$ cat config.mk
export PLATFORM = sky130hd
export DESIGN_NAME = vscale_mul_div_param
export DESIGN_NICKNAME = d
export VERILOG_FILES = /design/src/rtl/vscale_mul_div_param_pkg.sv /design/src/rtl/vscale_md_abs_neg.sv /design/src/rtl/vscale_mul_div_param.sv
export SDC_FILE = /design/constraint.sdc
export NUM_CORES = 1
export LEC_CHECK = 0
export BUFFER_PORTS_ARGS = -buffer_cell sky130_fd_sc_hd__buf_2
export CELL_PAD_IN_SITES_DETAIL_PLACEMENT = 0
export CELL_PAD_IN_SITES_GLOBAL_PLACEMENT = 1
export CORE_ASPECT_RATIO = 0.6
export CORE_MARGIN = 3
export CORE_UTILIZATION = 47
export CTS_CLUSTER_DIAMETER = 30
export DETAILED_ROUTE_END_ITERATION = 7
export HOLD_SLACK_MARGIN = 0.12
export MAX_ROUTING_LAYER = met4
export PLACE_DENSITY_LB_ADDON = 0.1
export SYNTH_ARGS = -nofsm -noshare
export SYNTH_HDL_FRONTEND = slang
export SYNTH_SLANG_ARGS = --single-unit
$ cat constraint.sdc
create_clock -name clk -period 9.2 [get_ports clk]
set_clock_uncertainty 0.1 [all_clocks]
set_input_delay 0.46 -clock clk [delete_from_list [all_inputs] [get_ports clk]]
set_output_delay 0.46 -clock clk [all_outputs]
set_load 0.01 [all_outputs]
$ cat src/rtl/vscale_mul_div_param_pkg.sv
// Shared encodings and state type for the iterative multiply/divide unit.
package vscale_mul_div_param_pkg;

    localparam int MD_OP_WIDTH      = 2;
    localparam int MD_OUT_SEL_WIDTH = 2;

    localparam logic [MD_OP_WIDTH-1:0] MD_OP_MUL = 2'd0;
    localparam logic [MD_OP_WIDTH-1:0] MD_OP_DIV = 2'd1;
    localparam logic [MD_OP_WIDTH-1:0] MD_OP_REM = 2'd2;

    localparam logic [MD_OUT_SEL_WIDTH-1:0] MD_OUT_LO  = 2'd0;
    localparam logic [MD_OUT_SEL_WIDTH-1:0] MD_OUT_HI  = 2'd1;
    localparam logic [MD_OUT_SEL_WIDTH-1:0] MD_OUT_REM = 2'd2;

    typedef enum logic [1:0] {
        IDLE    = 2'd0,
        COMPUTE = 2'd1,
        SETUP   = 2'd2,
        DONE    = 2'd3
    } md_state_e;

endpackage

$ cat src/rtl/vscale_md_abs_neg.sv
// Conditional two's-complement negate: used both to take operand magnitudes
// and to restore the sign of the final result.
module vscale_md_abs_neg #(
    parameter int XLEN = 32
) (
    input  logic [XLEN-1:0] value,
    input  logic            negate,
    output logic [XLEN-1:0] result
);

    assign result = negate ? (~value + {{(XLEN-1){1'b0}}, 1'b1}) : value;

endmodule

$ cat src/rtl/vscale_mul_div_param.sv
// Iterative one-bit-per-cycle multiplier / restoring divider with
// valid/ready request and response handshakes.
module vscale_mul_div_param
    import vscale_mul_div_param_pkg::*;
#(
    parameter int XLEN      = 32,
    parameter int LOG2_XLEN = $clog2(XLEN)
) (
    input  logic                        clk,
    input  logic                        reset,
    input  logic                        req_valid,
    output logic                        req_ready,
    input  logic [MD_OP_WIDTH-1:0]      req_op,
    input  logic [MD_OUT_SEL_WIDTH-1:0] req_out_sel,
    input  logic                        req_in_1_signed,
    input  logic                        req_in_2_signed,
    input  logic [XLEN-1:0]             req_in_1,
    input  logic [XLEN-1:0]             req_in_2,
    input  logic                        req_kill,
    output logic                        resp_valid,
    input  logic                        resp_ready,
    output logic [XLEN-1:0]             resp_result,
    output logic                        resp_div_zero,
    output logic [1:0]                  dbg_state
);

    // A request transfers when req_valid and req_ready are both high at a
    // rising edge (and req_kill is low); a response transfers when
    // resp_valid and resp_ready are both high. Each side holds until then.

    md_state_e                   state, state_next;
    logic [MD_OP_WIDTH-1:0]      op_r;
    logic [MD_OUT_SEL_WIDTH-1:0] out_sel_r;
    logic [LOG2_XLEN-1:0]        counter;
    logic [2*XLEN-1:0]           acc;
    logic [XLEN-1:0]             op_b;
    logic                        negate_r, rem_neg_r, div_zero_r;

    logic              accept, req_div, div_zero_req, sign_1, sign_2;
    logic [XLEN-1:0]   abs_1, abs_2;
    logic [XLEN:0]     mul_sum, div_diff;
    logic [2*XLEN-1:0] mul_next, div_next, neg_in, neg_out;
    logic              neg_flag;
    logic [XLEN-1:0]   sel_result;

    assign accept       = (state == IDLE) && req_valid && !req_kill;
    assign req_div      = (req_op == MD_OP_DIV) || (req_op == MD_OP_REM);
    assign div_zero_req = req_div && (req_in_2 == '0);
    assign sign_1       = req_in_1_signed & req_in_1[XLEN-1];
    assign sign_2       = req_in_2_signed & req_in_2[XLEN-1];
    assign dbg_state    = state;

    vscale_md_abs_neg #(.XLEN(XLEN)) u_abs_1 (.value(req_in_1), .negate(sign_1), .result(abs_1));
    vscale_md_abs_neg #(.XLEN(XLEN)) u_abs_2 (.value(req_in_2), .negate(sign_2), .result(abs_2));

    always_comb begin
        state_next = state;
        case (state)
            IDLE:    if (accept) state_next = div_zero_req ? SETUP : COMPUTE;
            COMPUTE: if (req_kill) state_next = IDLE;
                     else if (counter == '0) state_next = SETUP;
            SETUP:   state_next = req_kill ? IDLE : DONE;
            DONE:    if (req_kill || resp_ready) state_next = IDLE;
            default: state_next = IDLE;
        endcase
    end

    always_ff @(posedge clk or negedge reset) begin
        if (!reset) begin
            state      <= IDLE;
            req_ready  <= 1'b1;
            resp_valid <= 1'b0;
        end else begin
            state      <= state_next;
            req_ready  <= (state_next == IDLE);
            resp_valid <= (state_next == DONE);
        end
    end

    // acc is {remainder/high, quotient/low}; both algorithms shift through it.
    assign mul_sum  = {1'b0, acc[2*XLEN-1:XLEN]} + (acc[0] ? {1'b0, op_b} : {(XLEN+1){1'b0}});
    assign mul_next = {mul_sum, acc[XLEN-1:1]};
    assign div_diff = acc[2*XLEN-1:XLEN-1] - {1'b0, op_b};
    assign div_next = div_diff[XLEN] ? {acc[2*XLEN-2:0], 1'b0}
                                     : {div_diff[XLEN-1:0], acc[XLEN-2:0], 1'b1};

    always_comb begin
        neg_in   = '0;
        neg_flag = 1'b0;
        case (op_r)
            MD_OP_MUL: begin neg_in = acc;                          neg_flag = negate_r;  end
            MD_OP_DIV: begin neg_in = {{XLEN{1'b0}}, acc[XLEN-1:0]};  neg_flag = negate_r;  end
            MD_OP_REM: begin neg_in = {{XLEN{1'b0}}, acc[2*XLEN-1:XLEN]}; neg_flag = rem_neg_r; end
            default: ;
        endcase
    end

    vscale_md_abs_neg #(.XLEN(2*XLEN)) u_res_neg (.value(neg_in), .negate(neg_flag), .result(neg_out));

    // DIV/REM choose quotient/remainder by op; out_sel only splits the product.
    always_comb begin
        sel_result = '0;
        if (out_sel_r != 2'd3) begin
            case (op_r)
                MD_OP_MUL: sel_result = (out_sel_r == MD_OUT_HI) ? neg_out[2*XLEN-1:XLEN] :
                                        (out_sel_r == MD_OUT_LO) ? neg_out[XLEN-1:0] : '0;
                MD_OP_DIV,
                MD_OP_REM: sel_result = neg_out[XLEN-1:0];
                default:   sel_result = '0;
            endcase
        end
    end

    always_ff @(posedge clk or negedge reset) begin
        if (!reset) begin
            op_r          <= '0;
            out_sel_r     <= '0;
            counter       <= '0;
            acc           <= '0;
            op_b          <= '0;
            negate_r      <= 1'b0;
            rem_neg_r     <= 1'b0;
            div_zero_r    <= 1'b0;
            resp_result   <= '0;
            resp_div_zero <= 1'b0;
        end else if (accept) begin
            op_r       <= req_op;
            out_sel_r  <= req_out_sel;
            counter    <= LOG2_XLEN'(XLEN-1);
            op_b       <= abs_2;
            div_zero_r <= div_zero_req;
            if (div_zero_req) begin
                acc       <= {req_in_1, {XLEN{1'b1}}};
                negate_r  <= 1'b0;
                rem_neg_r <= 1'b0;
            end else begin
                acc       <= {{XLEN{1'b0}}, abs_1};
                negate_r  <= sign_1 ^ sign_2;
                rem_neg_r <= sign_1;
            end
        end else if (state == COMPUTE) begin
            acc <= (op_r == MD_OP_MUL) ? mul_next : div_next;
            if (counter != '0) counter <= counter - LOG2_XLEN'(1);
        end else if (state == SETUP && !req_kill) begin
            resp_result   <= sel_result;
            resp_div_zero <= div_zero_r;
        end
    end

endmodule

* Yosys cells after proc, flatten, opt, wreduce, memory -nomap -nowiden *
Index checks and enable logic that the tools add are counted.

storage, ports and cells
  register bits after elaboration = 145
  bits of input ports = 75
  word-level logic and storage cells = 84
  output and inout bits = 37

cells by class
  bitwise logic cells = 8
  muxes and demuxes = 27
  reductions and logical operators = 20
  $add $sub $neg = 6
  equal/unequal tests = 10

operators with widths
  cell                                                 number
  2-to-1 mux 64 bit                                    6
  2-to-1 mux 32 bit                                    6
  case mux 64 bit (3 select lines)                     1
  adder 32 x 1 -> 32 bit, second input constant        2
  adder 64 x 1 -> 64 bit, second input constant        1
  inverter 32 bit                                      2
  inverter 64 bit                                      1
  case mux 32 bit (2 select lines)                     1
  adder 32 x 32 -> 33 bit                              1
  subtractor 33 x 32 -> 33 bit                         1
  zero test 32 bit                                     1
  2-to-1 mux 5 bit                                     3
  2-to-1 mux 2 bit                                     6
  equality test 2 bit, second input constant           5
  equality test 2 x 1 -> 1 bit, second input constant  4
  zero test 2 bit                                      4
  case mux 2 bit (4 select lines)                      1
  zero test 5 bit                                      1
  nonzero test 5 bit                                   1
  subtractor 5 x 1 -> 5 bit, second input constant     1
  logical AND 1 bit                                    4
  nonzero test 2 bit                                   2
  OR reduction 2 bit                                   2
  AND reduction 3 bit                                  1
  other kinds (9)                                      13

* Depth between registers and ports, before layout *
  depth after elaboration = 9
  gate-level depth with buffers = 17
  mapped depth without buffers = 13

* By module *
From an unflattened synthesis, not the netlist that was laid out.

second synthesis, totals
  cell total of the unflattened synthesis = 1,835
  area total of the unflattened synthesis = 14,765.4 um^2

modules (own cells, without submodules)
  module                            cells an instance  instances  area each (um^2)
  vscale_mul_div_param              1,431              1          11,562.3
  vscale_md_abs_neg at u_res_neg    206                1          1,649.1
  vscale_md_abs_neg at u_abs_1 ...  99                 2          777.0

* Worst setup path before layout *
OpenSTA, ideal clock, no wires.

  path type = register to register
  start = register op_r[0]
  end = register resp_result[10]
  path buffers = 3
  arrival = 3.129 ns
  cell stages (with the launch flop) = 13
  period minus slack after synthesis = 3.355 ns
  slack = 5.845 ns
  library setup time = 0.126 ns
  data required time = 8.974 ns
  cells stage by stage = dfrtp_1 -> ha_1 -> clkbuf_1 -> buf_1 -> clkbuf_1 -> nor2_1 -> inv_1 -> ha_1 -> nand3_1 -> or4b_4 -> a221oi_2 -> nor2_1 -> a221o_1

on the way
  cells in the longest elaborated chain, start to end = 9

ends and longest elaborated chain
  what                                         line                                                     text
  start, declared                              vscale_mul_div_param.sv:32                               logic [MD_OP_WIDTH-1:0] op_r;
  start signal, assigned                       vscale_mul_div_param.sv:127                              op_r <= req_op;
  equality test 2 bit (tied with other cells)  vscale_mul_div_param.sv:90, vscale_mul_div_param.sv:104
  case mux 64 bit (3 select lines)             vscale_mul_div_param.sv:90                               case (op_r)
  inverter 64 bit                              vscale_md_abs_neg.sv:11                                  assign result = negate ? (~value + {{(XLEN-1){1'b0}}, 1'b1}) : value;
  adder 64 x 1 -> 64 bit                       vscale_md_abs_neg.sv:11
  2-to-1 mux 64 bit                            vscale_md_abs_neg.sv:11
  2-to-1 mux 32 bit                            vscale_mul_div_param.sv:106                              (out_sel_r == MD_OUT_LO) ? neg_out[XLEN-1:0] : '0;
  2-to-1 mux 32 bit                            vscale_mul_div_param.sv:105                              MD_OP_MUL: sel_result = (out_sel_r == MD_OUT_HI) ? neg_out[2*XLEN-1:XLEN] :
  case mux 32 bit (2 select lines) (*)         vscale_mul_div_param.sv:104                              case (op_r)
  2-to-1 mux 32 bit (*)                        vscale_mul_div_param.sv:103                              if (out_sel_r != 2'd3) begin
  end signal, assigned                         vscale_mul_div_param.sv:145                              resp_result <= sel_result;
  end, declared                                vscale_mul_div_param.sv:22                               output logic [XLEN-1:0] resp_result,

Every way passes the cells marked *; elsewhere a longest branch is shown, timed or not.
A chain may end at the register's enable or synchronous reset.

* Worst setup path in the final report *
  start = register op_r[0]
  end = register resp_result[28]

Same word-level chain as after synthesis.

==> implementation parameters <==
Parameter                              Value

Clocking
  Clock network latency to the later pin of the worst-skew pair ... 450 ps
  Total number of clock tree sinks ... 145
  Number of H-tree levels ... 4
  CTS clock-pin slew for the worst setup and hold paths ... 70 ps
  Clk buf depth ... 2
  Buffer type at the clock tree root ... sky130_fd_sc_hd__clkbuf_16
  TritonCTS clock tree ... built
  Post-cts gate resize count ... 0
  Inserted Clock Buffers ... 17

Synth
  Most frequently used flop master after synthesis ... sky130_fd_sc_hd__dfrtp_1
  Fraction of the yosys area taken by sequential cells ... 24.7%
  Synth Instances ... 1,947
  Number of warnings issued by yosys ... 0
  Top cell types by occurrence after synthesis ... 218 x sky130_fd_sc_hd__nand2_1, 197 x sky130_fd_sc_hd__o21ai_0, 171 x sky130_fd_sc_hd__a21oi_1, 159 x sky130_fd_sc_hd__nor2_1, 144 x sky130_fd_sc_hd__dfrtp_1
  Most common cell in the netlist ... sky130_fd_sc_hd__nand2_1
  Mean instance size in the synthesized netlist ... roughly 7.5 sq um
  Count of different cell masters after synthesis ... between 80 and 90
  Syn Std Cell Area ... about 15,000 sq um
  Share of synthesized registers carrying an async set or reset ... 100%
  Largest cells by area after synthesis ... sky130_fd_sc_hd__dfrtp_1 25%, sky130_fd_sc_hd__o21ai_0 6.7%, sky130_fd_sc_hd__ha_1 6.1%
  Number of storage elements in the synthesis netlist ... roughly 150
  Area share of the leading cell type in the synthesized netlist ... 24.5%
  Net count after synthesis ... between 2,000 and 2,500
  Number of enable flip-flop cells after synthesis ... 0
  Top cell type by total area after synthesis ... sky130_fd_sc_hd__dfrtp_1

Timing
  Final hold slack ... ~120 ps
  Worst max-slew margin expressed relative to the limit ... about a quarter
  Minimum clock period ... 4700 ps
  Final setup violation count ... 0
  Fin. max-slew vios ... 0
  Pin slew with the least headroom to its limit ... between 1000 and 1500 ps
  Maximum operating frequency ... about 0.21 GHz
  Final-layout setup total negative slack ... 0 ps
  Final clock period utilization by the worst path ... slightly above 50%
  Final hold viol count ... 0
  Setup repair after global routing missed its margin ... no

Power and ir drop
  Power per cell area ... 311 nW/um^2
  Internal power component ... roughly 2.4 mW
  Lkg Pwr ... between 7 and 8 nW
  Switching power as a share of total power ... a little over half
  Peak supply drop ... 0.220 mV
  Clock network fraction of design power ... between 10% and 20%
  Share of total power in sequential cells ... around a quarter
  Net Switching ... about 2.6 mW
  Comb pwr share ... 61.9%

Setup path
  CP cell instances ... inv_1, ha_4, buf_4, or2_4, a22o_1, o41ai_4, nand2_2, nor3_2, nand4_1, o21ai_1, xor2_1, o21ai_0
  Number of buffer and inverter stages on the critical path ... 2
  Master of the slowest instance on the critical path ... sky130_fd_sc_hd__nor3_2
  Register-to-register path setup slack ... between 4000 and 5000 ps
  Reg2reg end ... resp_result[28]
  CP max stage delay ... approximately 890 ps
  R2R Path Start ... op_r[0]
  Maximum net fanout on the critical path ... 52
  Critical Path RT ... roughly 9400 ps
  Type of the setup path with the least slack ... reg -> reg
  Number of cell instances on the worst register-to-register path ... 12
  Critical path depth in cells ... 12
  Crit. End Element ... flip-flop
  Arrival time worst endpoint ... slightly below 5000 ps
  Element type at the critical path start ... flip-flop
  Family of cells with the greatest summed delay on the critical path ... simple AND/OR/NAND/NOR gates

Placed design
  Final weighted congestion of routability-driven global placement ... 0.978
  Post-detail-place hpwl ... 42,100 um
  Input/output buffers ... 111

Min path
  Hold path startpoint ... req_out_sel[1]
  Worst Hold Path EP ... out_sel_r[1]
  Depth of the worst hold-timing path ... 3
  Worst min-delay path category ... in -> reg

Global routing
  Number of global-route vias before repair ... around 14,000
  Wire length of the first global-routing pass ... ~83,000 um
  Remaining Overflow, GRT ... 0
  Initial antenna violation count ... 0
  Tot GR Track Use ... approximately 33%
  Pin count of the biggest net entering global routing ... slightly below 100

Drt
  Number of antenna-violating nets in the routed design ... 0
  Total wire length ... roughly 55,000 um
  First-pass detailed-route iteration total ... 8
  Wire length per cell after detailed routing ... roughly 23 um
  Number of DRC violations after detailed-routing iteration 0 ... roughly 1,700
  Vias per cell ... 6.33
  Total number of vias ... 15,200
  Detailed-route DRC error count ... 0

Run
  Maxcap violations ... 0

Final layout
  Fraction of final layout cells with drive strength greater than 1 ... 10.5%
  NumNets Final ... 2,125
  Area growth from synthesis to layout ... 9.39%
  # diodes ... 0

Run status
  Outcome ... finished clean

Floorplan
  Top-level port count ... about 110
  Die span in y ... between 100 and 150 um
  Die Area ... 33,500 sq um
  Floorplan Core Area ... 30,300 sq um
  Initial Util ... 48.4%
  Floorplan die width ... 234 um
  Cell Rows ... 49
## repair_timing
action | in CTS | in global routing
buffers inserted | 0 | 0
hold endpoints to repair | 85 | 0
hold buffers | 3 | 0
## cells by family after synthesis
family                     share of synthesized area [%]
xor gates and xnor gates                            9.66
AOI/OAI and AO/OA                                   30.1
adders and majority gates                           6.41
buffers and inverters                               5.33
DFF                                                 24.7
and+or+nand+nor                                     20.8
muxes                                               2.99
## layout make-up
class	instances	area, sq um
timing repair buffer	141	795
clock buffer	17	425
tap	408	510
inverter	67	251
multi-input combinational	1604	10300
clock inverter	15	149
sequential	145	3630
fill	3006	14300
## how the worst max path moves through the flow
stage                       start              end  slack [ps]
after CTS                 op_r[1]  resp_result[28]        4680
after floorplan           op_r[0]  resp_result[10]        5840
final                     op_r[0]  resp_result[28]        4500
after global routing      op_r[0]  resp_result[28]        4230
after detailed placement  op_r[1]  resp_result[28]        4690
after global placement    op_r[0]  resp_result[28]        4790
## per-layer routing
layer / global-route usage [%] / wire [um] / share of wire, % / up-vias
li1: - / - / - / 7149
met1: 51.3 / 27500 / 50 / 7342
met2: 42.7 / 21000 / 38 / 646
met3: 10.2 / 5750 / 10 / 35
met4: 4.50 / 423 / 0.77 / 0
met5: - / 0 / 0 / -
## layout by cell type (no fill, tap or decap), types with 23 or more instances in the layout
master,netlist,final
sky130_fd_sc_hd__xor2_1,76,76
sky130_fd_sc_hd__o31ai_1,25,25
sky130_fd_sc_hd__xnor2_1,86,86
sky130_fd_sc_hd__and2_1,50,50
sky130_fd_sc_hd__nor3_1,49,48
sky130_fd_sc_hd__buf_2,13,110
sky130_fd_sc_hd__dfrtp_1,144,144
sky130_fd_sc_hd__nand2_1,218,218
sky130_fd_sc_hd__ha_1,72,71
sky130_fd_sc_hd__a21o_1,37,37
sky130_fd_sc_hd__a21oi_1,171,171
sky130_fd_sc_hd__mux2i_1,36,36
sky130_fd_sc_hd__buf_4,0,27
sky130_fd_sc_hd__o21ai_0,197,197
sky130_fd_sc_hd__inv_1,66,66
sky130_fd_sc_hd__a211oi_1,39,39
sky130_fd_sc_hd__a22oi_1,30,30
sky130_fd_sc_hd__a31oi_1,31,31
sky130_fd_sc_hd__nand4_1,23,23
sky130_fd_sc_hd__nor2_1,159,158
sky130_fd_sc_hd__nand3_1,23,23
## power by group through the flow
stage / logic (mW) / registers [mW] / clock network (mW)
2_1_floorplan: 2.40 / 0.934 / 0
3_3_place_gp: 3.00 / 1.19 / 0
3_5_place_dp: 3.01 / 1.19 / 0
4_1_cts: 3.03 / 1.18 / 0.723
5_1_grt: 3.39 / 1.21 / 0.754
6_report: 3.09 / 1.19 / 0.715
## worst register-to-register path, delay by kind of cell (launching register included)
family / cells / cell delay, ps
flops: 1 / 390
simple gates: 4 / 1950
buf+inv: 2 / 480
fa+ha+maj: 1 / 300
compound gates: 4 / 1190
xor+xnor: 1 / 150
## metrics by stage
step	instance area, sq um	setup WS, ps	cells	power, mW	util, %
final	16100	4500	2397	5.00	52.9
after global routing	16100	4230	2397	5.36	52.9
after CTS	16100	4680	2397	4.93	52.9
after detailed placement	15500	4690	2362	4.20	51.0
after global placement	15500	4790	2362	4.19	51.0
after floorplan	14700	5840	1947	3.34	-
## state kept, by name (all words and copies together), names as in the netlist
register / cells
acc: 64
op_b: 32
resp_result: 32
counter: 5
dbg_state: 2
op_r: 2
out_sel_r: 2
div_zero_r: 1
negate_r: 1
rem_neg_r: 1
req_ready: 1
resp_div_zero: 1
resp_valid: 1
(Power assumes the default switching activity.)
